--- src/rtl/font_ram_loader_pkg.sv ---
// Shared constants for the overlay font store: bitmap geometry, bank ids, packet magic and
// loader state encodings. Also imported by the overlay reader for address range and bank mapping.
package font_ram_loader_pkg;

   localparam int PIX_NUM = 2500;
   localparam int BANKS   = 4;
   localparam int BANK_W  = 2;
   localparam int ADDR_W  = 12;
   localparam int PIX_W   = 24;

   localparam logic [7:0] MAGIC = 8'hA5;

   localparam logic [BANK_W-1:0] BANK_RED   = 2'd0;
   localparam logic [BANK_W-1:0] BANK_GREEN = 2'd1;
   localparam logic [BANK_W-1:0] BANK_BLUE  = 2'd2;
   localparam logic [BANK_W-1:0] BANK_BLACK = 2'd3;

   localparam logic [ADDR_W-1:0] LAST_PIX   = ADDR_W'(PIX_NUM - 1);
   localparam logic [7:0]        BANK_LIMIT = 8'(BANKS);

   typedef enum logic [2:0] {
      ST_IDLE  = 3'd0,
      ST_BANK  = 3'd1,
      ST_PIXEL = 3'd2,
      ST_CKSUM = 3'd3,
      ST_DRAIN = 3'd4
   } load_state_e;

   function automatic logic bank_id_ok(input logic [7:0] id);
      return id < BANK_LIMIT;
   endfunction

endpackage

--- src/rtl/font_ram_loader_if.sv ---
// Byte stream from the UDP receive path plus the font RAM write port.
// The loader sits on the slave side: it consumes rx_* and drives wr_*.
interface font_ram_loader_if;
   import font_ram_loader_pkg::*;

   logic              rx_valid;
   logic [7:0]        rx_data;
   logic              rx_sop;
   logic              rx_eop;
   logic              wr_en;
   logic [BANK_W-1:0] wr_bank;
   logic [ADDR_W-1:0] wr_addr;
   logic [PIX_W-1:0]  wr_data;

   modport master (
      output rx_valid, rx_data, rx_sop, rx_eop,
      input  wr_en, wr_bank, wr_addr, wr_data
   );

   modport slave (
      input  rx_valid, rx_data, rx_sop, rx_eop,
      output wr_en, wr_bank, wr_addr, wr_data
   );

endinterface

--- src/rtl/font_ram_loader_px_pack.sv ---
// Packs R,G,B payload bytes into one 24-bit pixel; pix_vld_o is a registered one-cycle pulse
// the cycle after the B byte. clr_i realigns the phase at the start of a bitmap.
module font_ram_loader_px_pack
   import font_ram_loader_pkg::*;
(
   input  logic             clk,
   input  logic             rst_n,
   input  logic             clr_i,
   input  logic             byte_vld_i,
   input  logic [7:0]       byte_i,
   output logic             last_byte_o,
   output logic             pix_vld_o,
   output logic [PIX_W-1:0] pix_data_o
);

   logic [1:0]       phase_q, phase_d;
   logic [7:0]       r_q, r_d;
   logic [7:0]       g_q, g_d;
   logic             pix_vld_q, pix_vld_d;
   logic [PIX_W-1:0] pix_data_q, pix_data_d;

   assign last_byte_o = byte_vld_i & ~clr_i & (phase_q == 2'd2);
   assign pix_vld_o   = pix_vld_q;
   assign pix_data_o  = pix_data_q;

   always_comb begin
      phase_d    = phase_q;
      r_d        = r_q;
      g_d        = g_q;
      pix_vld_d  = 1'b0;
      pix_data_d = pix_data_q;
      if (clr_i) begin
         phase_d = 2'd0;
      end else if (byte_vld_i) begin
         case (phase_q)
            2'd0: begin
               r_d     = byte_i;
               phase_d = 2'd1;
            end
            2'd1: begin
               g_d     = byte_i;
               phase_d = 2'd2;
            end
            default: begin
               pix_data_d = {r_q, g_q, byte_i};
               pix_vld_d  = 1'b1;
               phase_d    = 2'd0;
            end
         endcase
      end
   end

   always_ff @(posedge clk or negedge rst_n) begin
      if (!rst_n) begin
         phase_q    <= 2'd0;
         r_q        <= '0;
         g_q        <= '0;
         pix_vld_q  <= 1'b0;
         pix_data_q <= '0;
      end else begin
         phase_q    <= phase_d;
         r_q        <= r_d;
         g_q        <= g_d;
         pix_vld_q  <= pix_vld_d;
         pix_data_q <= pix_data_d;
      end
   end

endmodule

--- src/rtl/font_ram_loader.sv ---
// Writer side of the overlay font store: parses load packets and writes 50x50 RGB888 bitmaps
// into one of four banks. Optional trailing XOR checksum byte enabled by FONT_LOAD_CKSUM_EN.
//
// state    | meaning
// IDLE     | waiting for sop carrying MAGIC; other bytes ignored
// BANK     | header accepted, next byte is the bank id
// PIXEL    | receiving R,G,B triplets, one RAM write per pixel
// CKSUM    | all pixels written, expecting the checksum byte with eop
// DRAIN    | packet rejected, discarding bytes until eop
module font_ram_loader
   import font_ram_loader_pkg::*;
(
   input  logic             clk,
   input  logic             rst_n,
   font_ram_loader_if.slave bus,
   output logic             busy,
   output logic             load_done,
   output logic             load_err,
   output logic [BANKS-1:0] bank_valid
);

   load_state_e       state_q, state_d;
   logic [BANK_W-1:0] bank_q, bank_d;
   logic [ADDR_W-1:0] pix_cnt_q, pix_cnt_d;
   logic [ADDR_W-1:0] wr_addr_q, wr_addr_d;
   logic [7:0]        cksum_q, cksum_d;
   logic [BANKS-1:0]  bank_valid_q, bank_valid_d;
   logic              done_q, done_d;
   logic              err_q, err_d;

   logic              data_byte;
   logic              pk_clr;
   logic              pk_vld;
   logic              pk_last;
   logic              pix_vld;
   logic [PIX_W-1:0]  pix_data;

   assign data_byte = bus.rx_valid & ~bus.rx_sop;
   assign pk_vld    = data_byte & (state_q == ST_PIXEL);
   assign pk_clr    = data_byte & (state_q == ST_BANK) & ~bus.rx_eop & bank_id_ok(bus.rx_data);

   font_ram_loader_px_pack u_px_pack (
      .clk         (clk),
      .rst_n       (rst_n),
      .clr_i       (pk_clr),
      .byte_vld_i  (pk_vld),
      .byte_i      (bus.rx_data),
      .last_byte_o (pk_last),
      .pix_vld_o   (pix_vld),
      .pix_data_o  (pix_data)
   );

   always_comb begin
      state_d      = state_q;
      bank_d       = bank_q;
      pix_cnt_d    = pix_cnt_q;
      wr_addr_d    = wr_addr_q;
      cksum_d      = cksum_q;
      bank_valid_d = bank_valid_q;
      done_d       = 1'b0;
      err_d        = 1'b0;
      if (bus.rx_valid) begin
         if (bus.rx_sop) begin
            // sop always restarts parsing; anything in flight is abandoned as an error
            err_d = (state_q != ST_IDLE);
            if (bus.rx_eop) begin
               err_d   = 1'b1;
               state_d = ST_IDLE;
            end else if (bus.rx_data == MAGIC) begin
               cksum_d = MAGIC;
               state_d = ST_BANK;
            end else begin
               err_d   = 1'b1;
               state_d = ST_DRAIN;
            end
         end else begin
            cksum_d = cksum_q ^ bus.rx_data;
            case (state_q)
               ST_BANK: begin
                  if (bus.rx_eop) begin
                     err_d   = 1'b1;
                     state_d = ST_IDLE;
                  end else if (pk_clr) begin
                     // reader must blank this bank until the new bitmap is complete
                     bank_d                                   = bus.rx_data[BANK_W-1:0];
                     bank_valid_d[bus.rx_data[BANK_W-1:0]] = 1'b0;
                     pix_cnt_d                                = '0;
                     state_d                                  = ST_PIXEL;
                  end else begin
                     err_d   = 1'b1;
                     state_d = ST_DRAIN;
                  end
               end
               ST_PIXEL: begin
                  if (pk_last) begin
                     wr_addr_d = pix_cnt_q;
                     if (pix_cnt_q == LAST_PIX) begin
`ifdef FONT_LOAD_CKSUM_EN
                        if (bus.rx_eop) begin
                           err_d   = 1'b1;
                           state_d = ST_IDLE;
                        end else begin
                           state_d = ST_CKSUM;
                        end
`else
                        if (bus.rx_eop) begin
                           done_d               = 1'b1;
                           bank_valid_d[bank_q] = 1'b1;
                           state_d              = ST_IDLE;
                        end else begin
                           err_d   = 1'b1;
                           state_d = ST_DRAIN;
                        end
`endif
                     end else begin
                        pix_cnt_d = pix_cnt_q + 1'b1;
                        if (bus.rx_eop) begin
                           err_d   = 1'b1;
                           state_d = ST_IDLE;
                        end
                     end
                  end else if (bus.rx_eop) begin
                     err_d   = 1'b1;
                     state_d = ST_IDLE;
                  end
               end
               ST_CKSUM: begin
                  if (!bus.rx_eop) begin
                     err_d   = 1'b1;
                     state_d = ST_DRAIN;
                  end else if (cksum_q == bus.rx_data) begin
                     done_d               = 1'b1;
                     bank_valid_d[bank_q] = 1'b1;
                     state_d              = ST_IDLE;
                  end else begin
                     err_d   = 1'b1;
                     state_d = ST_IDLE;
                  end
               end
               ST_DRAIN: begin
                  if (bus.rx_eop) begin
                     state_d = ST_IDLE;
                  end
               end
               default: begin
                  state_d = ST_IDLE;
               end
            endcase
         end
      end
   end

   always_ff @(posedge clk or negedge rst_n) begin
      if (!rst_n) begin
         state_q      <= ST_IDLE;
         bank_q       <= '0;
         pix_cnt_q    <= '0;
         wr_addr_q    <= '0;
         cksum_q      <= '0;
         bank_valid_q <= '0;
         done_q       <= 1'b0;
         err_q        <= 1'b0;
      end else begin
         state_q      <= state_d;
         bank_q       <= bank_d;
         pix_cnt_q    <= pix_cnt_d;
         wr_addr_q    <= wr_addr_d;
         cksum_q      <= cksum_d;
         bank_valid_q <= bank_valid_d;
         done_q       <= done_d;
         err_q        <= err_d;
      end
   end

   assign busy        = (state_q != ST_IDLE);
   assign load_done   = done_q;
   assign load_err    = err_q;
   assign bank_valid  = bank_valid_q;

   assign bus.wr_en   = pix_vld;
   assign bus.wr_bank = bank_q;
   assign bus.wr_addr = wr_addr_q;
   assign bus.wr_data = pix_data;

endmodule

--- src/flat_wrapper.sv ---
// flat-port wrapper written by rule: the top's interface ports become plain ports
module font_ram_loader_flat import font_ram_loader_pkg::*;
  (clk, rst_n, busy, load_done, load_err, bank_valid, bus_rx_valid, bus_rx_data, bus_rx_sop, bus_rx_eop, bus_wr_en, bus_wr_bank, bus_wr_addr, bus_wr_data);
  font_ram_loader_if bus_i ();
  input  logic clk;
  input  logic rst_n;
  output logic busy;
  output logic load_done;
  output logic load_err;
  output logic [BANKS-1:0] bank_valid;
  input wire logic [$bits(bus_i.rx_valid)-1:0] bus_rx_valid;
  input wire logic [$bits(bus_i.rx_data)-1:0] bus_rx_data;
  input wire logic [$bits(bus_i.rx_sop)-1:0] bus_rx_sop;
  input wire logic [$bits(bus_i.rx_eop)-1:0] bus_rx_eop;
  output wire logic [$bits(bus_i.wr_en)-1:0] bus_wr_en;
  output wire logic [$bits(bus_i.wr_bank)-1:0] bus_wr_bank;
  output wire logic [$bits(bus_i.wr_addr)-1:0] bus_wr_addr;
  output wire logic [$bits(bus_i.wr_data)-1:0] bus_wr_data;
  assign bus_i.rx_valid = bus_rx_valid;
  assign bus_i.rx_data = bus_rx_data;
  assign bus_i.rx_sop = bus_rx_sop;
  assign bus_i.rx_eop = bus_rx_eop;
  assign bus_wr_en = bus_i.wr_en;
  assign bus_wr_bank = bus_i.wr_bank;
  assign bus_wr_addr = bus_i.wr_addr;
  assign bus_wr_data = bus_i.wr_data;
  font_ram_loader u_core (.clk(clk), .rst_n(rst_n), .bus(bus_i), .busy(busy), .load_done(load_done), .load_err(load_err), .bank_valid(bank_valid));
endmodule
--- config.mk ---
export PLATFORM = sky130hd
export DESIGN_NAME = font_ram_loader_flat
export DESIGN_NICKNAME = d
export VERILOG_FILES = /design/src/rtl/font_ram_loader_pkg.sv /design/src/rtl/font_ram_loader_if.sv /design/src/rtl/font_ram_loader_px_pack.sv /design/src/rtl/font_ram_loader.sv /design/src/flat_wrapper.sv
export SDC_FILE = /design/constraint.sdc
export NUM_CORES = 1
export LEC_CHECK = 0
export CAP_MARGIN = 20
export CORE_MARGIN = 1.5
export CORE_UTILIZATION = 48
export DETAILED_ROUTE_END_ITERATION = 6
export PLACE_DENSITY = 0.72
export SYNTH_ARGS = -nofsm -noshare
export SYNTH_HDL_FRONTEND = slang
export SYNTH_SLANG_ARGS = --single-unit
--- constraint.sdc ---
create_clock -name clk -period 2.1 [get_ports clk]
set_input_delay 0.21 -clock clk [delete_from_list [all_inputs] [get_ports clk]]
set_output_delay 0.21 -clock clk [all_outputs]
set_load 0.03 [all_outputs]
==> parameters.txt, run 1 <==
Parameter                              Value

Die
  Standard-cell row count    33
  Area of the die    0.00897 sq mm
  Initial Util    49.4%
  Die height    94.7 microns
  Overall die width    94.7 microns
  Area of the placeable core    0.00818 sq mm
  Top Ports    59

Logic synthesis
  Synth Warn #    0
  Cell area after technology mapping    0.00404 sq mm
  Count of different cell masters after synthesis    50
  Area fraction of the dominant cell type after synthesis    53.3%
  Most frequently used flop master after synthesis    sky130_fd_sc_hd__dfrtp_1
  Async set or reset register ratio after synthesis    100%
  Number of enable-type register cells in the synthesized netlist    0
  Share of synthesized area occupied by flip-flops and latches    53.3%
  Net count after synthesis    358
  Number of cells produced by synthesis    343
  Syn_area_per_cell    11.8 sq um
  Top cell type by total area after synthesis    sky130_fd_sc_hd__dfrtp_1
  Synth area leaders    sky130_fd_sc_hd__dfrtp_1 53%, sky130_fd_sc_hd__mux2_4 7.1%, sky130_fd_sc_hd__mux2_2 6.4%
  Register bit total from synthesis    86

Global routing
  Number of antenna violations at the first check in global routing    0
  Global-route wire length before repair    14800 microns
  Number of global-route vias before repair    3026
  Largest net degree at the start of global routing    61
  Gr ovfl total    0
  Overall global routing resource usage    21.3%

CTS
  Cell chosen for the clock root    sky130_fd_sc_hd__clkbuf_8
  Total CTS buffers    9
  Number of clock sinks seen by CTS    86
  TritonCTS clock tree    yes
  Post-CTS clock slew at the launch and capture registers of the worst setup and hold paths    90 ps
  Count of buffers added by post-CTS timing repair for setup    0
  Skew-Pair Late Insertion Delay    360 ps
  H-tree depth reported by CTS    3
  Longest Clk Path Bufs    2

STA
  Setup total negative slack    0 ps
  Clk_skew    7.98 ps
  Fmax    0.520 GHz
  Tightest Pin Transition    454 ps
  Worst slack on hold paths    300 ps
  Slew Viols, Final    0
  Min Clock Period, post-route    1920 ps
  Total count of hold-check failures in the final report    0
  Slew margin rel.    69.7%
  Part of the cycle the worst path needs    91.5%
  RSZ-0062 raised after global routing    no
  Setup-violating endpoint count in the final report    0

Detailed routing
  Mean number of vias per cell    5.35
  Highest layer used for signal routing    met4
  Routed len/inst    15.9 microns
  Routed length on met1    3840 microns
  Met2 wire length    4260 microns
  First drt pass iteration count    4
  Detail Route Antenna Nets    0
  Count of vias placed by the detailed router    2860
  Routed Wire Length    8520 microns
  Number of design-rule violations left by the first detailed-router iteration    137
  Number of remaining DRC errors    0
  Amount of wire on met3 after detailed routing    269 microns

Finish
  Nets    440
  Share of layout cells above drive strength 1    23.3%
  Synth-to-layout area growth    27.1%
  Number of antenna diodes    0
  Most frequent cells in the layout    86 x sky130_fd_sc_hd__dfrtp_1, 56 x sky130_fd_sc_hd__clkdlybuf4s50_1, 55 x sky130_fd_sc_hd__nand2_1
  Most common cell after layout, fill and taps aside    sky130_fd_sc_hd__dfrtp_1

Critical path
  Flop-to-flop setup slack    180 ps
  Slowest cell on the critical path    sky130_fd_sc_hd__dfrtp_1
  Reg-to-reg startpoint    u_core.pix_cnt_q[1]
  Capture instance of the worst register-to-register path    u_core.load_err
  Number of buffer and inverter instances along the worst setup path    1
  Top Family by Delay on Critical Path    simple AND/OR/NAND/NOR gates
  FF-to-FF path depth    8
  CP Max Fanout    3
  Signal arrival time at the worst endpoint    2170 ps
  Crit path cell chain    ha_1, nor4bb_2, nand3_1, inv_1, ha_1, mux2i_1, o2bb2ai_1, o31a_1
  Critical Path Most Common Cell    sky130_fd_sc_hd__ha_1
  Setup crit end kind    flip-flop
  Worst setup path class    flip-flop to flip-flop
  Data required, critical path    2350 ps
  Peak per-stage delay on the critical path    370 ps
  Startpoint Class    flip-flop

Pwr
  P_int    2.38 mW
  Leakage    2.54 nW
  Cell Pwr Density    624 mW/mm^2
  Clock Power Share    37.6%
  Part of the power in registers    54.5%
  Net switching power    0.824 mW
  Combinational fraction of design power    7.9%
  Share of total power consumed by net switching    25.7%
  Peak supply drop    0.413 mV

Outcome
  Run status    completed

Place
  Number of I/O port buffers    58
  GP Congestion    0.838
  Sum of net half-perimeters after detailed placement    6070 microns

Run
  Max_cap viols    0

Hold path
  Worst hold path type    input port to asynchronous set/reset pin
[synth_stat cells (all sizes together) (5+ instances only)]
library cell	n
buf	6
clkbuf	10
dfrtp	86
inv	7
mux2	42
mux2i	14
nand2	56
nand2b	8
nand3	19
nand4	5
nor2b	6
nor3	7
o21ai	15
o31ai	5
xor2	8
[power groups by stage]
stage | clock network, mW | logic, mW | registers (mW)
after floorplan | 0 | 0.134 | 1.77
after global placement | 0 | 0.248 | 1.77
after detailed placement | 0 | 0.256 | 1.78
after CTS | 1.24 | 0.256 | 1.75
after global routing | 1.30 | 0.283 | 1.76
final | 1.20 | 0.253 | 1.75
[layout make-up]
type / instances / area (sq um)
inverter: 7 / 26.3
clock buffer: 9 / 124
fill: 683 / 3040
clock inverter: 7 / 80.1
sequential: 86 / 2150
timing repair buffer: 87 / 835
multi-input combinational: 234 / 1790
tap: 105 / 131
[worst reg2reg max path: stages (launching register included)]
cell,delay [ps]
sky130_fd_sc_hd__dfrtp_1,370
sky130_fd_sc_hd__ha_1,200
sky130_fd_sc_hd__nor4bb_2,280
sky130_fd_sc_hd__nand3_1,160
sky130_fd_sc_hd__inv_1,100
sky130_fd_sc_hd__ha_1,220
sky130_fd_sc_hd__mux2i_1,160
sky130_fd_sc_hd__o2bb2ai_1,100
sky130_fd_sc_hd__o31a_1,230
[worst max path at each step]
| stage | start | slack (ps) | to | depth (start not counted) |
|---|---|---|---|---|
| 5_1_grt | u_core.pix_cnt_q[0] | 50 | u_core.load_err | 8 |
| 3_5_place_dp | bus_rx_valid | 50 | u_core.bank_valid[3] | 6 |
| 4_1_cts | u_core.pix_cnt_q[1] | 100 | u_core.load_err | 8 |
| 2_1_floorplan | u_core.pix_cnt_q[0] | 210 | u_core.load_err | 8 |
| 6_report | u_core.pix_cnt_q[1] | 180 | u_core.load_err | 8 |
| 3_3_place_gp | u_core.pix_cnt_q[0] | 110 | u_core.load_err | 8 |
[stage by stage]
step	total power, mW	utilization, %	area, sq um	cells	worst slack, ps
after floorplan	1.90	-	4040	343	211
after global placement	2.02	60.1	4910	518	111
after detailed placement	2.03	60.1	4910	518	50.8
after CTS	3.24	62.7	5130	535	97.6
after global routing	3.34	62.8	5130	535	46.5
final	3.21	62.8	5130	535	178
[cell families after synthesis]
| logic type | count (synthesis) | share of synthesized area, % |
|---|---|---|
| fa+ha+maj | 2 | 0.619 |
| xor+xnor | 8 | 1.73 |
| simple gates | 129 | 18.2 |
| flops | 86 | 53.3 |
| compound gates | 39 | 6.60 |
| buf+inv | 23 | 2.66 |
| mux | 56 | 16.9 |
[sequential cells by signal (all words and copies together) (netlist names)]
register and count:
u_core.u_px_pack.pix_data_o 24, u_core.bus.wr_addr 12, u_core.pix_cnt_q 12, u_core.cksum_q 8, u_core.u_px_pack.g_q 8, u_core.u_px_pack.r_q 8
u_core.bank_valid 4, u_core.state_q 3, u_core.bus.wr_bank 2, u_core.u_px_pack.phase_q 2, u_core.load_done 1, u_core.load_err 1
u_core.u_px_pack.pix_vld_o 1
[repair_timing]
item	in CTS	in global routing
hold buffers	1	0
gates resized for setup	1	1
endpoints found under the hold margin	26	0
setup endpoints to repair	1	1
[per-layer routing]
metal | GRT usage, % | vias up
met2 | 35.8 | 57
met3 | 3.14 | 16
met1 | 28.3 | 1413
met4 | 7.34 | 0
met5 | 0 | -
li1 | - | 1374
Power figures use the tool's default switching activity.
==> run 2, diff against run 1 <==
- SLEW_MARGIN: default -> 5
- SYNTH_HIERARCHICAL: default -> 1
==> run 2 against run 1 <==
The flow now finishes with violations (negative setup slack). Critical path depth unchanged. Via count increased by 9.3%. Register-to-register slack worse by 300 ps. Worst setup slack worse by 300 ps. Sequential cell count unchanged. Non-clock buffer count rose by 38. Highest routed layer unchanged.
==> parameters.txt, run 2 <==
Parameter                              Value

Outcome
  Run status    complete, but fails checks
  Violated checks    negative setup slack

Global routing
  Global-route wire length before repair    15300 microns (+3.5%)
  Overall global routing resource usage    22.4% (+1.1 points)
  Number of antenna violations at the first check in global routing    0 (unchanged)
  Gr ovfl total    0 (unchanged)
  Largest net degree at the start of global routing    87 (+43%)
  Number of global-route vias before repair    3115 (+2.9%)

Place
  Sum of net half-perimeters after detailed placement    6260 microns (+3.0%)
  Number of I/O port buffers    58 (unchanged)
  Placed Cells    533 (+2.9%)
  GP Congestion    0.889 (+6.0%)

CTS
  Longest Clk Path Bufs    2 (unchanged)
  Post-CTS clock slew at the launch and capture registers of the worst setup and hold paths    100 ps (about the same)
  Number of clock sinks seen by CTS    86 (unchanged)
  Skew-Pair Late Insertion Delay    360 ps (about the same)
  TritonCTS clock tree    yes
  H-tree depth reported by CTS    3 (unchanged)
  Cell chosen for the clock root    sky130_fd_sc_hd__clkbuf_8
  Total CTS buffers    9 (unchanged)

Finish
  Number of antenna diodes    0 (unchanged)
  Count of placed standard cells in the final layout, fillers left out    560 (+4.7%)
  Nets    465 (+5.7%)
  Area occupied by multi-input gates    0.00189 sq mm (+5.7%)
  Most common cell after layout, fill and taps aside    sky130_fd_sc_hd__dfrtp_1
  Register area    0.00215 sq mm (unchanged)
  Fillcell total    572 (-16%)
  Most frequent cells in the layout    86 x sky130_fd_sc_hd__dfrtp_1, 60 x sky130_fd_sc_hd__buf_4, 55 x sky130_fd_sc_hd__clkdlybuf4s50_1
  Share of layout cells above drive strength 1    37.4% (+14 points)
  Synth-to-layout area growth    41.4%
  Number of flip-flops under the largest register name    24 (unchanged)

Critical path
  Crit path cell chain    or3b_4, nor2_4, nor4bb_4, and3b_2, o211ai_4, a211o_4, or4_1, a21oi_1
  Slowest cell on the critical path    sky130_fd_sc_hd__dfrtp_1
  Signal arrival time at the worst endpoint    2510 ps (+340 ps)
  Capture instance of the worst register-to-register path    u_core/pix_cnt_q[7]
  Data required, critical path    2390 ps (+40 ps)
  Worst setup path class    flip-flop to flip-flop
  CP Max Fanout    4 (+1)
  Startpoint Class    flip-flop
  FF-to-FF path depth    8 (unchanged)
  Peak per-stage delay on the critical path    420 ps (+50 ps)
  Reg-to-reg startpoint    u_core/state_q[0]
  Critical path launch point    u_core/state_q[0]
  Flop-to-flop setup slack    -130 ps (-300 ps)
  Setup crit end kind    flip-flop

Logic synthesis
  Number of cells produced by synthesis    326 (-5.0%)
  Top cell type by total area after synthesis    sky130_fd_sc_hd__dfrtp_1
  Async set or reset register ratio after synthesis    100% (unchanged)
  Syn_area_per_cell    12.2 sq um (+3.6%)
  Area fraction of the dominant cell type after synthesis    54.1% (+0.84 points)
  List of most frequent post-synthesis cells    86 x sky130_fd_sc_hd__dfrtp_1, 54 x sky130_fd_sc_hd__mux2_2, 15 x sky130_fd_sc_hd__nor2_1
  Cell area after technology mapping    0.00398 sq mm (-1.5%)
  Share of synthesized area occupied by flip-flops and latches    54.1% (+0.84 points)
  Synth area leaders    sky130_fd_sc_hd__dfrtp_1 54%, sky130_fd_sc_hd__mux2_2 15%, sky130_fd_sc_hd__xnor2_1 2.9%
  Most frequently used flop master after synthesis    sky130_fd_sc_hd__dfrtp_1
  Register bit total from synthesis    86 (unchanged)
  Most numerous cell in the Yosys netlist    sky130_fd_sc_hd__dfrtp_1
  Synth Warn #    6 (+6)
  Count of different cell masters after synthesis    60 (+20%)
  Number of enable-type register cells in the synthesized netlist    0 (unchanged)
  Net count after synthesis    341 (-4.7%)

Die
  Initial Util    48.9% (-0.52 points)
  Die height    94.0 microns (-0.75%)
  Area of the die    0.00884 sq mm (-1.5%)
  Top Ports    59 (unchanged)
  Area of the placeable core    0.00813 sq mm (-0.51%)
  Standard-cell row count    33 (unchanged)
  Overall die width    94.0 microns (-0.75%)

Detailed routing
  First drt pass iteration count    4 (unchanged)
  Detail Route Antenna Nets    0 (unchanged)
  Highest layer used for signal routing    met4
  Number of remaining DRC errors    0 (unchanged)
  Mean number of vias per cell    5.58 (+4.4%)
  Amount of wire on met3 after detailed routing    408 microns (+52%)
  Routed Wire Length    9230 microns (+8.3%)
  Count of vias placed by the detailed router    3126 (+9.3%)
  Number of design-rule violations left by the first detailed-router iteration    147 (+7.3%)
  Met2 wire length    4400 microns (+3.3%)
  Routed length on met1    4220 microns (+9.7%)
  Routed len/inst    16.5 microns (+3.5%)

Run
  Max_cap viols    0 (unchanged)

STA
  Slew margin rel.    67.0% (-2.7 points)
  Setup-violating endpoint count in the final report    28 (+28)
  Part of the cycle the worst path needs    106% (+14 points)
  Worst setup margin    -126 ps (-304 ps)
  RSZ-0062 raised after global routing    yes
  Total count of hold-check failures in the final report    0 (unchanged)
  Clk_skew    13.5 ps (+5.54 ps)
  Slew Viols, Final    0 (unchanged)
  Fmax    0.449 GHz (-14%)
  Tightest Pin Transition    489 ps (+35.0 ps)
  Min Clock Period, post-route    2230 ps (+304 ps)

Pwr
  Cell Pwr Density    627 mW/mm^2 (+0.45%)
  Peak supply drop    0.519 mV (+26%)
  Tot Pwr    3.53 mW (+10%)
  Leakage    2.58 nW (+1.6%)

Hold path
  Endpoint, Worst Hold    u_core/cksum_q[5]
  Hold Path Stages    3
  Worst hold path type    input port to flip-flop
  Launch point of the worst hold path    bus_rx_sop
run 2: changes by cell type in the layout (fill, tap and decap cells not counted), sizes merged, moves of 6 or more:
cell / before / now
mux2: 42 / 54
inv: 10 / 16
xnor2: 0 / 13
buf: 29 / 67
mux2i: 14 / 1
nor2: 4 / 15
o21ai: 15 / 9
nand3: 19 / 9
a21oi: 2 / 11
xor2: 8 / 0
nand2: 56 / 13
run 2: logic make-up after synthesis:
| kind of cell | Yosys count | share of synthesized area (%) |
|---|---|---|
| and+or+nand+nor | 93 | 14.4 |
| DFF | 86 | 54.1 |
| muxes | 55 | 15.5 |
| AOI/OAI and AO/OA | 53 | 9.63 |
| buffers and inverters | 24 | 2.83 |
| xor gates and xnor gates | 13 | 2.86 |
| adders and majority gates | 2 | 0.629 |
run 2: where the power goes:
part	internal, mW	total, mW	switching [mW]
registers	1.71	1.77	0.0515
clock network	0.808	1.44	0.633
logic	0.157	0.321	0.164
run 2: cell type report:
type | count | share of cell area, %
Timing Repair Buffer | 125 | 20.6
Inverter | 12 | 0.801
Tap cell | 105 | 2.34
Clock inverter | 7 | 2.22
Multi-Input combinational cell | 216 | 33.6
Clock buffer | 9 | 2.20
Sequential cell | 86 | 38.3
run 2: through the flow:
step | hold WS, ps | setup slack [ps] | utilization [%] | area (sq um) | TNS (ps)
after floorplan | -85.6 | -405 | - | 4060 | -2240
after global placement | 278 | -501 | 63.4 | 5160 | -21270
after detailed placement | 282 | -524 | 63.4 | 5160 | -24200
after CTS | 443 | -100 | 67.7 | 5510 | -154
after global routing | 311 | -226 | 69.1 | 5620 | -3930
final | 306 | -126 | 69.1 | 5620 | -948
run 2: worst max-delay path: cells and delay by family, from the launching register on:
family | cells | cell delay [ps]
AND/OR/NAND/NOR | 5 | 1210
flip-flops | 1 | 420
AO/OA/AOI/OAI | 3 | 530
run 2: worst max-delay path by stage:
stage / cells past startpoint / slack, ps / end
2_1_floorplan: 10 / -410 / u_core/pix_cnt_q[7]
3_3_place_gp: 10 / -500 / u_core/pix_cnt_q[7]
3_5_place_dp: 10 / -520 / u_core/pix_cnt_q[7]
4_1_cts: 8 / -100 / u_core/pix_cnt_q[7]
5_1_grt: 9 / -230 / u_core/pix_cnt_q[7]
6_report: 8 / -130 / u_core/pix_cnt_q[7]
run 2: what timing repair did:
item                                    CTS  global route
endpoints found under the setup margin   34            43
hold buffers                              1             0
gates resized for setup                  11            18
hold endpoints to repair                 86             0
buffers inserted                          5             6
pin swaps                                 6             7
run 2: layer usage:
metal | global-route usage [%] | vias up
li1 | - | 1440
met1 | 30.9 | 1582
met2 | 35.3 | 89
met3 | 3.96 | 15
met4 | 8.83 | 0
met5 | 0 | -
==> run 3, diff against run 2 <==
- CTS_CLUSTER_SIZE: default -> 40
- PLACE_DENSITY: 0.72 -> 0.76
==> run 3 against run 2 <==
The flow still finishes with violations (negative setup slack). Critical path depth increased by 1. Register-to-register slack got worse by 40 ps. Wire length increased by 4.5%. Worst hold slack improved by 98 ps. Worst setup slack got worse by 42 ps. Clock skew decreased by 3.4 ps. Via count decreased by 1.1%. Non-clock buffer count decreased by 1. Final area decreased by 0.80%. Sequential cell count unchanged. Critical path type unchanged. Largest cell class unchanged. Largest power group unchanged.
==> parameters.txt, run 3 (synthesis results as in run 2) <==
Parameter                              Value

Detailed routing
  Detail Route Antenna Nets    0 (unchanged)
  Number of design-rule violations left by the first detailed-router iteration    245 (+67%)
  Mean number of vias per cell    5.53 (-0.94%)
  Routed len/inst    17.2 microns (+4.7%)
  Number of remaining DRC errors    0 (unchanged)
  First drt pass iteration count    4 (unchanged)
  Count of vias placed by the detailed router    3091 (-1.1%)
  Routed Wire Length    9640 microns (+4.5%)

Critical path
  Peak per-stage delay on the critical path    430 ps (about the same)
  Top Family by Delay on Critical Path    simple AND/OR/NAND/NOR gates
  Setup crit end kind    flip-flop
  Data required, critical path    2390 ps (about the same)
  CP Max Fanout    4 (unchanged)
  Crit path cell chain    nor2b_4, nand2_4, nor2_4, nor4bb_4, and3b_2, o211ai_4, a211o_4, or4_4, a21oi_2
  Critical path launch point    u_core/state_q[2]
  Reg-to-reg startpoint    u_core/state_q[2]
  Worst setup path class    flip-flop to flip-flop
  Slowest cell on the critical path    sky130_fd_sc_hd__dfrtp_1
  Startpoint Class    flip-flop
  Signal arrival time at the worst endpoint    2560 ps (+50 ps)
  Number of buffer and inverter instances along the worst setup path    0 (unchanged)

Pwr
  Clock Power Share    35.7% (-5.1 points)
  Part of the power in registers    54.3% (+4.2 points)
  Peak supply drop    0.380 mV (-27%)
  Combinational fraction of design power    10.0% (+0.9 points)
  Leakage    2.53 nW (-1.9%)
  Net switching power    0.912 mW (+7.5%)
  Cell Pwr Density    584 mW/mm^2 (-6.9%)
  Share of total power consumed by net switching    28.0% (+4.0 points)
  P_int    2.34 mW (-12%)

Global routing
  Overall global routing resource usage    22.8% (+0.35 points)
  Largest net degree at the start of global routing    51 (-41%)
  Global-route wire length before repair    15400 microns (+0.45%)
  Number of antenna violations at the first check in global routing    0 (unchanged)
  Gr ovfl total    0 (unchanged)
  Number of global-route vias before repair    3187 (+2.3%)

STA
  Fmax    0.441 GHz (-1.9%)
  Worst setup margin    -169 ps (-42.5 ps)
  Part of the cycle the worst path needs    108% (+2.0 points)
  Tightest Pin Transition    653 ps (+163 ps)
  Min Clock Period, post-route    2270 ps (+42.5 ps)
  RSZ-0062 raised after global routing    yes
  Slew Viols, Final    0 (unchanged)
  Setup total negative slack    -407 ps (+541 ps)
  Clk_skew    10.1 ps (-3.38 ps)
  Setup-violating endpoint count in the final report    16 (-43%)
  Slew margin rel.    56.5% (-11 points)
  Total count of hold-check failures in the final report    0 (unchanged)

Finish
  Synth-to-layout area growth    40.3%
  Share of layout cells above drive strength 1    37.9% (+0.52 points)
  Cell area after layout    0.00558 sq mm (-0.80%)
  Number of flip-flops under the largest register name    24 (unchanged)
  Most frequent cells in the layout    86 x sky130_fd_sc_hd__dfrtp_1, 61 x sky130_fd_sc_hd__buf_4, 55 x sky130_fd_sc_hd__clkdlybuf4s50_1
  Nets    464 (-0.22%)
  Number of antenna diodes    0 (unchanged)
  Count of placed standard cells in the final layout, fillers left out    559 (-0.18%)
  Most common cell after layout, fill and taps aside    sky130_fd_sc_hd__dfrtp_1

Outcome
  Run status    complete, but fails checks
  Violated checks    negative setup slack

Die
  Initial Util    48.9% (unchanged)
  Die height    94.0 microns (unchanged)
  Top Ports    59 (unchanged)
  Overall die width    94.0 microns (unchanged)
  Standard-cell row count    33 (unchanged)
  Area of the die    0.00884 sq mm (unchanged)
  Area of the placeable core    0.00813 sq mm (unchanged)

CTS
  Post-CTS clock slew at the launch and capture registers of the worst setup and hold paths    100 ps (about the same)
  Cell chosen for the clock root    sky130_fd_sc_hd__clkbuf_8
  TritonCTS clock tree    yes
  Longest Clk Path Bufs    2 (unchanged)
  Number of clock sinks seen by CTS    86 (unchanged)
  Skew-Pair Late Insertion Delay    360 ps (about the same)
  H-tree depth reported by CTS    3 (unchanged)
  Total CTS buffers    9 (unchanged)

Place
  Number of I/O port buffers    58 (unchanged)
  GP Congestion    0.899 (+1.2%)
  Placed Cells    532 (-0.19%)
  Dpl cell area    0.00512 sq mm (-0.63%)
  Sum of net half-perimeters after detailed placement    6500 microns (+3.9%)

Hold path
  Worst hold path type    input port to flip-flop
  Launch point of the worst hold path    bus_rx_data[2]

Run
  Max_cap viols    0 (unchanged)
run 3: cell types whose count changed in the layout (fill, tap and decap cells not counted), moves of 2 or more:
cell	change
sky130_fd_sc_hd__inv_6	-2
sky130_fd_sc_hd__a211oi_1	+2
sky130_fd_sc_hd__inv_8	+2
sky130_fd_sc_hd__nor3_1	-5
sky130_fd_sc_hd__clkinv_4	+2
sky130_fd_sc_hd__nor3_4	+2
sky130_fd_sc_hd__buf_12	-2
sky130_fd_sc_hd__a211oi_2	-2
sky130_fd_sc_hd__bufinv_16	-3
sky130_fd_sc_hd__nor3_2	+3
run 3: cell type report:
class | instances | area (sq um)
well taps | 105 | 131
multi-input cells | 216 | 1920
flip-flops and latches | 86 | 2150
inverters | 12 | 45.0
fillers | 606 | 2550
clock inverters | 7 | 73.8
clock buffers | 9 | 124
repair buffers | 124 | 1130
run 3: final timing paths:
kind	end	depth (start not counted)	slack, ps
hold / removal	u_core/u_px_pack/g_q[2]	3	400
hold reg to reg	u_core/bus.wr_addr[11]	1	510
setup reg to reg	u_core/pix_cnt_q[7]	9	-170
max in group asynchronous	u_core/load_done	3	1070
setup / recovery	u_core/pix_cnt_q[7]	9	-170
min in group asynchronous	u_core/u_px_pack/g_q[7]	2	420
run 3: what timing repair did:
item                                   4_1_cts  5_1_grt
pin swaps                                    2       23
hold buffers                                 1        0
buffers inserted                             4        7
resized for setup                           10       26
endpoints found under the hold margin       49        0
setup endpoints to repair                   35       48
run 3: power by group through the flow:
stage                     clock (mW)  combinational (mW)  sequential, mW
after floorplan                    0               0.159            1.80
after global placement             0               0.306            1.79
after detailed placement           0               0.317            1.80
after CTS                       1.19               0.322            1.77
after global routing            1.26               0.354            1.78
final                           1.16               0.327            1.77
run 3: per-layer routing:
layer,wire (microns),vias up,track usage (%)
li1,-,1442,-
met4,141,0,10.1
met1,4330,1552,31.0
met2,4750,83,35.0
met3,419,14,4.85
met5,0,-,0
run 3: per-stage QoR:
stage / total power, mW / worst slack [ps] / hold slack, ps / utilization, %
floorplan: 1.95 / -405 / -85.6 / -
global placement: 2.10 / -491 / 277 / 63.0
detailed placement: 2.11 / -522 / 284 / 63.0
CTS: 3.28 / -116 / 426 / 66.6
global route: 3.39 / -254 / 405 / 68.6
finish: 3.26 / -169 / 404 / 68.6
run 3: worst register-to-register path: stages, from the launching register on:
cell                       delay, ps
sky130_fd_sc_hd__dfrtp_1         430
sky130_fd_sc_hd__nor2b_4         160
sky130_fd_sc_hd__nand2_4          80
sky130_fd_sc_hd__nor2_4          110
sky130_fd_sc_hd__nor4bb_4        220
sky130_fd_sc_hd__and3b_2         250
sky130_fd_sc_hd__o211ai_4        110
sky130_fd_sc_hd__a211o_4         290
sky130_fd_sc_hd__or4_4           420
sky130_fd_sc_hd__a21oi_2         120
